### src/rtl/latch_sr_sync_pkg.sv
// rtl/latch_sr_sync_pkg.sv - shared constants for the magnetron enable set/reset element
package latch_sr_sync_pkg;

  // Stored-state encodings: Q_ON means the magnetron is enabled
  localparam logic Q_OFF = 1'b0;
  localparam logic Q_ON  = 1'b1;

  // Default depth of the input synchronisers; legal depths are 0..SYNC_STAGES_MAX
  localparam int DEFAULT_SYNC_STAGES = 2;
  localparam int SYNC_STAGES_MAX     = 4;

endpackage

### src/rtl/latch_sr_sync_sync_ff_chain.sv
// rtl/latch_sr_sync_sync_ff_chain.sv - N-stage single-bit synchroniser with synchronous reset
module sync_ff_chain #(
  parameter int STAGES = 2
) (
  input  logic clk,
  input  logic rst,
  input  logic d,
  output logic q
);

  generate
    if (STAGES == 0) begin : g_bypass
      // Input is already synchronous to clk; pass it straight through
      assign q = d;
    end else if (STAGES == 1) begin : g_single
      logic ff;

      // Single capture flop, cleared on reset
      always_ff @(posedge clk) begin
        if (rst) ff <= 1'b0;
        else     ff <= d;
      end

      assign q = ff;
    end else begin : g_chain
      logic [STAGES-1:0] ff;

      // Shift the input through the chain; the oldest sample leaves at the top bit
      always_ff @(posedge clk) begin
        if (rst) ff <= '0;
        else     ff <= {ff[STAGES-2:0], d};
      end

      assign q = ff[STAGES-1];
    end
  endgenerate

endmodule

### src/rtl/latch_sr_sync.sv
// rtl/latch_sr_sync.sv - clocked reset-dominant set/reset storage for magnetron enable
module latch_sr_sync
  import latch_sr_sync_pkg::*;
#(
  parameter int   SYNC_STAGES = DEFAULT_SYNC_STAGES,
  parameter logic RESET_VALUE = Q_OFF
) (
  input  logic clk,
  input  logic rst,
  input  logic s,
  input  logic r,
  output logic q,
  output logic q_n,
  output logic invalid
);

  logic s_i;
  logic r_i;
  logic q_reg;
  logic invalid_reg;
  logic q_next;
  logic invalid_next;

  sync_ff_chain #(.STAGES(SYNC_STAGES)) u_sync_s (
    .clk (clk),
    .rst (rst),
    .d   (s),
    .q   (s_i)
  );

  sync_ff_chain #(.STAGES(SYNC_STAGES)) u_sync_r (
    .clk (clk),
    .rst (rst),
    .d   (r),
    .q   (r_i)
  );

  // Next state: set, clear or hold; a conflicting request forces the magnetron off and flags it
  always_comb begin
    q_next       = q_reg;
    invalid_next = 1'b0;
    case ({s_i, r_i})
      2'b10:   q_next = Q_ON;
      2'b01:   q_next = Q_OFF;
      2'b11: begin
        q_next       = Q_OFF;
        invalid_next = 1'b1;
      end
      default: q_next = q_reg;
    endcase
  end

  // Output registers; reset overrides any pending request
  always_ff @(posedge clk) begin
    if (rst) begin
      q_reg       <= RESET_VALUE;
      invalid_reg <= 1'b0;
    end else begin
      q_reg       <= q_next;
      invalid_reg <= invalid_next;
    end
  end

  // Outputs come only from registers so s and r never reach them combinationally
  assign q       = q_reg;
  assign q_n     = ~q_reg;
  assign invalid = invalid_reg;

endmodule

### config.mk
export PLATFORM = sky130hd
export DESIGN_NAME = latch_sr_sync
export DESIGN_NICKNAME = d
export VERILOG_FILES = /design/src/rtl/latch_sr_sync_pkg.sv /design/src/rtl/latch_sr_sync_sync_ff_chain.sv /design/src/rtl/latch_sr_sync.sv
export SDC_FILE = /design/constraint.sdc
export NUM_CORES = 1
export LEC_CHECK = 0
export CAP_MARGIN = 0
export CORE_AREA = 2 2 39 41
export CTS_CLUSTER_SIZE = 40
export DETAILED_ROUTE_END_ITERATION = 8
export DIE_AREA = 0 0 41 43
export DONT_BUFFER_PORTS = 1
export SYNTH_ARGS = -nofsm -noshare
export SYNTH_HDL_FRONTEND = slang
export SYNTH_SLANG_ARGS = --single-unit
### constraint.sdc
create_clock -name clk -period 0.8 [get_ports clk]
set_input_delay 0.24 -clock clk [delete_from_list [all_inputs] [get_ports clk]]
set_output_delay 0.24 -clock clk [all_outputs]
set_load 0.02 [all_outputs]
Word level (Yosys, flattened, before mapping)
Cells that the tools add are included.
Widths: inputs -> output; s select.
Word-level totals
  flip-flop bits (word level): 6
  word-level logic and storage cells: 12
  output and inout port bits: 3
  input port bits: 4
Operators by class
  bitwise logic cells: 1
  mux-type cells: 2
  reductions and logical operators: 2
  eq/ne operators: 3
Operators with widths (count)
  $eq 2x2->1 const B: 2
  $eq 2x1->1 const B: 1
  $pmux 1 s2: 1
  $reduce_bool 2->1: 1
  $reduce_or 2->1: 1
  $mux 1: 1
  $not 1->1: 1

Depth between registers and ports, before layout
Gate-level depths: netlist of the first run.
  depth in word-level cells: 3
  gate-level depth with buffers: 2
  depth with buffers taken out: 2

Cells and area by module
Synthesis of the first run repeated with hierarchy kept, for this count alone.
Unflattened totals
  cell total of the unflattened synthesis: 15
  area, all modules: 170.2 um^2
By module, submodules not included
  sync_ff_chain: sequential area each 40.0 um^2, area each 52.6 um^2, instances 2, cells each 4
  latch_sr_sync: sequential area each 40.0 um^2, area each 65.1 um^2, instances 1, cells each 7

Worst setup path after synthesis of the first run
OpenSTA, ideal clock, no wires.
  path kind: register -> output
  start point: register q_reg, in the netlist q
  end point: output q_n
  data required time: 0.560 ns
  data arrival time: 0.588 ns
  setup slack: -0.028 ns
  cell stages (with the launch flop): 2
  cells stage by stage: dfxtp_1 > inv_1
Between the ends
  word-level cells in the longest chain between the ends: 1
Ends and longest elaborated chain
  start, declared: line latch_sr_sync.sv:19  | logic q_reg;
  start signal, assigned: line latch_sr_sync.sv:59  | q_reg <= q_next;
  $not 1->1: line latch_sr_sync.sv:66  | assign q_n = ~q_reg;
  end, declared: line latch_sr_sync.sv:13  | output logic q_n,
Every way passes these cells.

Worst setup path after layout of the first run
  start point: register q_reg, in the netlist q
  end point: output q
RTL lines
  end, declared: line latch_sr_sync.sv:12  | output logic q,
No word-level cell between the ends.

==> flow_summary.toml, run 1 <==
[status]
status = "complete, but fails checks"
violations = "negative setup slack"

[pwr]
ir_drop_v = 0.000927
p_clk_frac = 0.430
p_leak_nw = 0.0900
internal_power_w = 0.000492
power_frac_seq = 0.525
power.switching_w = 0.000107
power.share.combinational = 0.045
power.density_nw_per_um2 = 2500
swShare = 0.179

[floorplanning]
start_util = 0.123
pin_count = 7
core_area_um2 = 1380
rows = 14
chipHeight_um = 43
die_w_um = 41
die_area_um2 = 1760

[layout]
fin_area_um2 = 240
fin_nets = 25
fill_cells = 149
area_growth_pct = 41.2
num_antenna_cells = 0
final_cells = 35
layout-drive-gt1-share = 0.421
reg.largest.list = "u_sync_r.g_chain.ff: 2 flops, u_sync_s.g_chain.ff: 2 flops"

[synthesis]
synthAdderAreaFrac = 0
synth_xor_area_frac = 0
ys_ff_latch = 6
yosys-mux-area-fraction = 0
synth-compound-area-share = 0
syn_area_um2 = 170
synth-seq-area-share = 0.706
synth.avg_cell_area_um2 = 11.3
synth.distinct_cells = 6
synth-simple-area-share = 0.272
synth_top_family_by_area = "simple AND/OR/NAND/NOR gates"
syn_nets = 19
syn_inst = 15
yosysWarnings = 0

[clock_network]
ctsLongestPathBuffers = 2
clkSlewWorstSetupHoldPaths_ps = 40
cts_max_level = 1
clkLatencyLatePin_ps = 230
cts_buffers = 3
clock-root-buffer = "clkbuf_4"
clkSinkCount = 6
cts_tree = "done"

[detailed_routing]
dr_total_vias = 108
drt-wirelength-per-cell_um = 5.54
drt-pass1-iter-count = 1
drc = 0
drt-total-wl_um = 194
drt_iter0_markers = 0
ant_nets = 0
viasPerCell = 3.09

[timing]
fin_setup_tns_ps = -311
timing.fmax_mhz = 1050
setup_ws_ps = -149
setup_viol = 3
drv_slew = 0
post-route-min-period_ps = 949
worst_slew_pin_slew_ps = 111
period_share = 1.19
finalClockSkew_ps = 0.957
timing.hold.ws_ps = 61.8
rsz0062_at_grt = "true"
hold_viol = 0
slew-limit-headroom = 0.925

[critical_path]
worst-setup-path-type = "reg2out"
cp-end-kind = "output port"
path_cells = "buf_12"
crit_fanout = 3
slowest_delay_ps = 350
worstPathArrival_ps = 710
startpoint_type = "flop"
slowest_stage = "dfxtp_4"
crit_required_ps = 560
crit_family = "flip-flops"
cp_num_buf_inv = 1

[global_route]
overflow = 0
grtUsageTotal = 0.0453
grt_pass1_wl_um = 434
grt_max_degree = 7
first_global_vias = 127
antenna_found_initial = 0

[placed_design]
place_congestion = 0.592
dp_cells = 32
portBuffers = 0
placed_area_um2 = 211

[job]
maxCapViolCount = 0

[hold_path]
min_path_type = "in2reg"
## through the flow
stage	power [W]	setup slack, ps	util
after floorplan	0.000340	65.1	-
after global placement	0.000351	89.4	0.153
after detailed placement	0.000352	86.0	0.153
after global routing	0.000645	-178	0.174
after CTS	0.000618	-162	0.174
final	0.000600	-149	0.174
## cells in the mapped netlist
| cell type | n | area [µm²] |
|---|---|---|
| dfxtp_1 | 6 | 120 |
| nand2_1 | 1 | 3.75 |
| nor2b_1 | 4 | 25.0 |
| inv_1 | 1 | 3.75 |
| nor2_1 | 2 | 7.51 |
| nor3_2 | 1 | 10.0 |
## layer usage
metal	up-vias	GRT usage	routed length, µm
met5	-	0	0
met4	0	0.0200	6
met3	2	0.0785	34
met2	7	0.0531	59
met1	45	0.0324	94
li1	54	-	-
## kinds of logic after synthesis
kind of cell,after synthesis
AND/OR/NAND/NOR,8
buffers and inverters,1
flip-flops,6
## worst paths after layout
check                                       startpoint  end  slack [ps]  cells past startpoint
worst max-delay path                                 q    q        -150                      1
worst min-delay path                               rst    q          60                      1
worst max register to register                       q    q         180                      2
worst min register to register  u_sync_r.g_chain.ff[1]    q         410                      1
## placed cells by master, fill, tap and decap left out
cell type,Yosys,routed
nor2b_1,4,4
dfxtp_1,6,4
clkbuf_4,0,3
nor2_1,2,2
dfxtp_4,0,2
inv_2,0,1
nor3_2,1,1
nand2_1,1,1
buf_12,0,1
## power by group through the flow
| stage | Combinational, W | Clock, W | Sequential, W |
|---|---|---|---|
| 4_1_cts | 0.0000279 | 0.000276 | 0.000315 |
| 2_1_floorplan | 0.0000141 | 0 | 0.000326 |
| 3_5_place_dp | 0.0000277 | 0 | 0.000325 |
| 3_3_place_gp | 0.0000269 | 0 | 0.000324 |
| 5_1_grt | 0.0000305 | 0.000299 | 0.000316 |
| 6_report | 0.0000272 | 0.000258 | 0.000315 |
## what timing repair did
item	in CTS	in global routing
buffers inserted	0	0
cloned	0	0
gates resized for setup	4	0
hold buffers	0	0
setup endpoints to repair	3	3
## cell type report
cell class	instances	area [µm²]	area share
Clock buffer	3	22.5	0.0938
Inverter	1	3.75	0.0156
Multi-Input combinational cell	8	46.3	0.193
Sequential cell	6	128	0.531
Tap cell	16	20.0	0.0833
Timing Repair Buffer	1	20.0	0.0833
Note: power is estimated with default switching activity, not from simulation.
==> run 2, diff against run 1 <==
Settings changed: CORE_AREA 2 2 39 41 to 4 4 41 43, DIE_AREA 0 0 41 43 to 0 0 45 47.
==> run 2 against run 1 <==
  * Clock power up 7.8%
  * Total power up 3.3%
  * Highest routed layer unchanged
  * Worst setup slack worse by 16 ps
  * Sequential power about the same
  * The run still ends with negative setup slack left
  * Utilization up 1.0 points
  * Critical path type unchanged
==> flow_summary.toml, run 2 (same netlist as run 1, synthesis figures left out) <==
[status]
status = "complete, but fails checks"
violations = "negative setup slack"

[global_route]
overflow = 0
grtUsageTotal = 0.0412
antenna_found_initial = 0
grt_pass1_wl_um = 441
grt_max_degree = 7
first_global_vias = 113

[detailed_routing]
drt-wirelength-per-cell_um = 6.91
drc = 0
drt-pass1-iter-count = 2
drt-total-wl_um = 235
dr_total_vias = 105
drt_iter0_markers = 1
viasPerCell = 3.09
ant_nets = 0

[critical_path]
slowest_stage = "dfxtp_4"
startpoint_type = "flop"
cp_num_buf_inv = 1
crit_family = "flip-flops"
reg2reg_slack_ps = 180
slowest_delay_ps = 350
worstPathArrival_ps = 730
crit_fanout = 3
worst-setup-path-type = "reg2out"
cp-end-kind = "output port"
path_cells = "buf_12"
crit_required_ps = 560

[pwr]
p_clk_frac = 0.448
internal_power_w = 0.000493
power.share.combinational = 0.044
power_frac_seq = 0.508
ir_drop_v = 0.000730
swShare = 0.203
power.switching_w = 0.000126
power.density_nw_per_um2 = 2590
p_leak_nw = 0.0900

[layout]
ff_latch_area_um2 = 128
area_growth_pct = 40.4
fill_cells = 148
multi_input_area_um2 = 46.3
fin_nets = 25
num_antenna_cells = 0
final_cells = 34
reg.largest.list = "u_sync_r.g_chain.ff: 2 flops, u_sync_s.g_chain.ff: 2 flops"
layout-drive-gt1-share = 0.421
final_cell_mix = "nor2b_1 (4), dfxtp_1 (4), clkbuf_4 (3)"

[clock_network]
cts_tree = "done"
cts_buffers = 3
clkSinkCount = 6
postCtsHoldBufs = 0
clock-root-buffer = "clkbuf_4"
cts_max_level = 1
clkSlewWorstSetupHoldPaths_ps = 40
clkLatencyLatePin_ps = 250
ctsLongestPathBuffers = 2

[timing]
drv_slew = 0
setup_ws_ps = -165
timing.fmax_mhz = 1040
setup_viol = 3
rsz0062_at_grt = "true"
finalClockSkew_ps = 4.62
post-route-min-period_ps = 965
worst_slew_pin_slew_ps = 111
slew-limit-headroom = 0.926
period_share = 1.21
timing.hold.ws_ps = 46.5
hold_viol = 0

[floorplanning]
core_area_um2 = 1300
die_area_um2 = 2120
die_w_um = 45
pin_count = 7
rows = 13
chipHeight_um = 47
start_util = 0.131

[placed_design]
place_congestion = 0.615
portBuffers = 0
dp_cells = 31

[job]
maxCapViolCount = 0

[hold_path]
min_path_type = "in2reg"
-- run 2: cell counts in the layout (fill, tap and decap cells not counted) --
No cell type changed its count.
-- run 2: layout make-up --
type                            instances  area share
Sequential cell                         6       0.534
Multi-Input combinational cell          8       0.194
Clock buffer                            3      0.0942
Timing Repair Buffer                    1      0.0838
Tap cell                               15      0.0785
Inverter                                1      0.0157
-- run 2: what timing repair did --
action | 4_1_cts | 5_1_grt
buffers inserted | 0 | 0
setup endpoints to repair | 3 | 3
resized for setup | 3 | 1
-- run 2: metal layers --
metal / wire length [µm] / global-route usage / up-vias
met5: 0 / 0 / -
met4: 11 / 0.0526 / 0
met3: 89 / 0.0843 / 3
met2: 60 / 0.0311 / 12
met1: 73 / 0.0229 / 37
li1: - / - / 53
-- run 2: final timing paths --
kind	startpoint	cells after the start	to
min	rst	1	q
max	q	1	q
max reg2reg	q	2	q
min reg2reg	u_sync_r.g_chain.ff[1]	1	q
-- run 2: metrics by stage --
step           setup slack [ps]  power (W)  TNS (ps)   util  cell area (µm²)
5_1_grt                    -191   0.000672      -443  0.184              239
3_3_place_gp               88.0   0.000352         0  0.162              210
4_1_cts                    -172   0.000635      -372  0.182              236
2_1_floorplan              65.1   0.000340         0      -              171
6_report                   -165   0.000620      -357  0.184              239
3_5_place_dp               84.2   0.000352         0  0.162              210
-- run 2: power groups by stage --
stage / Clock (W) / Combinational [W] / Sequential (W)
after floorplan: 0 / 0.0000141 / 0.000326
after global placement: 0 / 0.0000271 / 0.000324
after detailed placement: 0 / 0.0000275 / 0.000325
after CTS: 0.000291 / 0.0000277 / 0.000316
after global routing: 0.000326 / 0.0000300 / 0.000315
final: 0.000278 / 0.0000273 / 0.000314
==> run 3, diff against run 2 <==
Settings changed: ABC_AREA from default to 1.
==> run 3 against run 2 <==
  * The flow still finishes with violations (negative setup slack)
  * Hold slack improved by 6.3 ps
  * Non-clock buffer count unchanged
  * Worst setup slack improved by 4.9 ps
  * Total power about the same
  * Sequential cell count unchanged
  * Synthesized area increased by 5.9%
  * Clock power about the same
  * Die area unchanged
  * First-iteration DRC count increased to 3.0 times the previous value
  * Clock-buffer cell count unchanged
  * Largest power group unchanged
==> flow_summary.toml, run 3 <==
[critical_path]
path_cells = "buf_12"
worstPathArrival_ps = 720
cp-end-kind = "output port"
reg2reg_to = "q"
startpoint_type = "flop"
crit_fanout = 3
crit_required_ps = 560
cp_num_buf_inv = 1
worst-setup-path-type = "reg2out"
r2r_cells = 2
cp-startpoint = "q"
crit_family = "flip-flops"
slowest_stage = "dfxtp_4"
r2r_start = "q"
reg2reg_slack_ps = 200
slowest_delay_ps = 350

[hold_path]
hold_depth = 1
min_path_type = "in2reg"
worstHoldEndpoint = "invalid"
hp-start = "rst"

[pwr]
ir_drop_v = 0.000945
power.density_nw_per_um2 = 2490
p_leak_nw = 0.113

[synthesis]
yosys.cell_count.top_type = "nor2_1"
synth-edff-count = 0
synth_top_area_share = 0.667
synthAdderAreaFrac = 0
synth_top_area_cell = "dfxtp_1"
synth-compound-area-share = 0
ys_ff_latch = 6
yosysWarnings = 0
async_flop_share = 0
synth_common_cells = "nor2_1 (7), dfxtp_1 (6), inv_1 (6)"
synth.distinct_cells = 5
synth_top_flop_cell = "dfxtp_1"
syn_area_um2 = 180
synth.avg_cell_area_um2 = 8.19
yosys-mux-area-fraction = 0
syn_nets = 26
syn_inst = 22
synth-simple-area-share = 0.188
synth_area_leaders = "dfxtp_1 (67%), nor2_1 (15%), inv_1 (13%)"
synth_top_family_by_area = "simple AND/OR/NAND/NOR gates"
synth_xor_area_frac = 0
synth-seq-area-share = 0.667

[detailed_routing]
drc = 0
drt-wirelength-per-cell_um = 5.80
ant_nets = 0
drt-pass1-iter-count = 2
drt_iter0_markers = 3
viasPerCell = 2.90
drt-total-wl_um = 238
dr_total_vias = 119

[layout]
fin_nets = 32
final_common_cell = "nor2_1"
layout-drive-gt1-share = 0.308
num_antenna_cells = 0
post-route-util = 0.191
area_growth_pct = 38.2
final_cell_mix = "nor2_1 (7), inv_1 (5), dfxtp_1 (4)"
reg.largest.list = "u_sync_r.g_chain.ff: 2 flops, u_sync_s.g_chain.ff: 2 flops"

[timing]
hold_viol = 0
post-route-min-period_ps = 960
setup_viol = 3
drv_slew = 0
period_share = 1.20
timing.fmax_mhz = 1040
slew-limit-headroom = 0.934
timing.hold.ws_ps = 52.8
worst_slew_pin_slew_ps = 99.2
rsz0062_at_grt = "true"
setup_ws_ps = -160
finalClockSkew_ps = 4.99

[clock_network]
cts_buffers = 3
clock-root-buffer = "clkbuf_4"
clkLatencyLatePin_ps = 240
cts_setup_buffers = 0
clkSlewWorstSetupHoldPaths_ps = 50
cts_tree = "done"
cts_max_level = 1
ctsLongestPathBuffers = 2
clkSinkCount = 6

[floorplanning]
core_area_um2 = 1300
start_util = 0.138
die_w_um = 45
rows = 13
pin_count = 7
chipHeight_um = 47
die_area_um2 = 2120

[status]
violations = "negative setup slack"
status = "complete, but fails checks"

[job]
maxCapViolCount = 0

[global_route]
grt_max_degree = 7
first_global_vias = 121
grtUsageTotal = 0.0427
overflow = 0
antenna_found_initial = 0
grt_pass1_wl_um = 510

[placed_design]
place_congestion = 0.628
portBuffers = 0
-- run 3: timing repair --
action | in CTS | in global routing
setup endpoints to repair | 3 | 3
hold buffers | 0 | 0
endpoints found under the hold margin | 0 | 0
resized for setup | 3 | 1
-- run 3: routing by layer --
metal,track usage,routed length (µm),vias to the layer above
met4,0.0351,0,0
met3,0.0728,67,0
met5,0,0,-
met2,0.0367,63,10
met1,0.0365,106,41
li1,-,-,68
-- run 3: worst max path at each step --
| stage | end | slack (ps) | cells past startpoint |
|---|---|---|---|
| final | q | -160 | 1 |
| after global routing | q | -190 | 1 |
| after CTS | q | -170 | 1 |
| after detailed placement | q_n | 90 | 1 |
| after global placement | q_n | 90 | 1 |
| after floorplan | q_n | 70 | 1 |
-- run 3: logic make-up after synthesis --
group,Yosys count
AND/OR/NAND/NOR,9
buffers and inverters,7
flip-flops,6
-- run 3: through the flow --
step,TNS [ps],total power (W),setup WS (ps),std cells,instance area (µm²)
floorplan,0,0.000342,65.1,22,181
global placement,0,0.000354,91.0,38,220
detailed placement,0,0.000355,88.4,38,220
CTS,-367,0.000639,-171,41,246
global route,-443,0.000684,-192,41,249
finish,-343,0.000620,-160,41,249
-- run 3: cell type report --
cell class / instances / area (µm²)
clock buffers: 3 / 22.5
fillers: 148 / 1050
inverters: 7 / 26.3
multi-input cells: 9 / 33.8
flip-flops and latches: 6 / 128
well taps: 15 / 18.8
repair buffers: 1 / 20.0
-- run 3: report_power, final --
| group | switching, W | internal [W] | total (W) | leakage, nW |
|---|---|---|---|---|
| sequential | 0.00000656 | 0.000308 | 0.000314 | 0.0509 |
| clock | 0.000106 | 0.000169 | 0.000276 | 0.0138 |
| combinational | 0.0000143 | 0.0000157 | 0.0000299 | 0.0485 |
| total | 0.000127 | 0.000493 | 0.000620 | 0.113 |
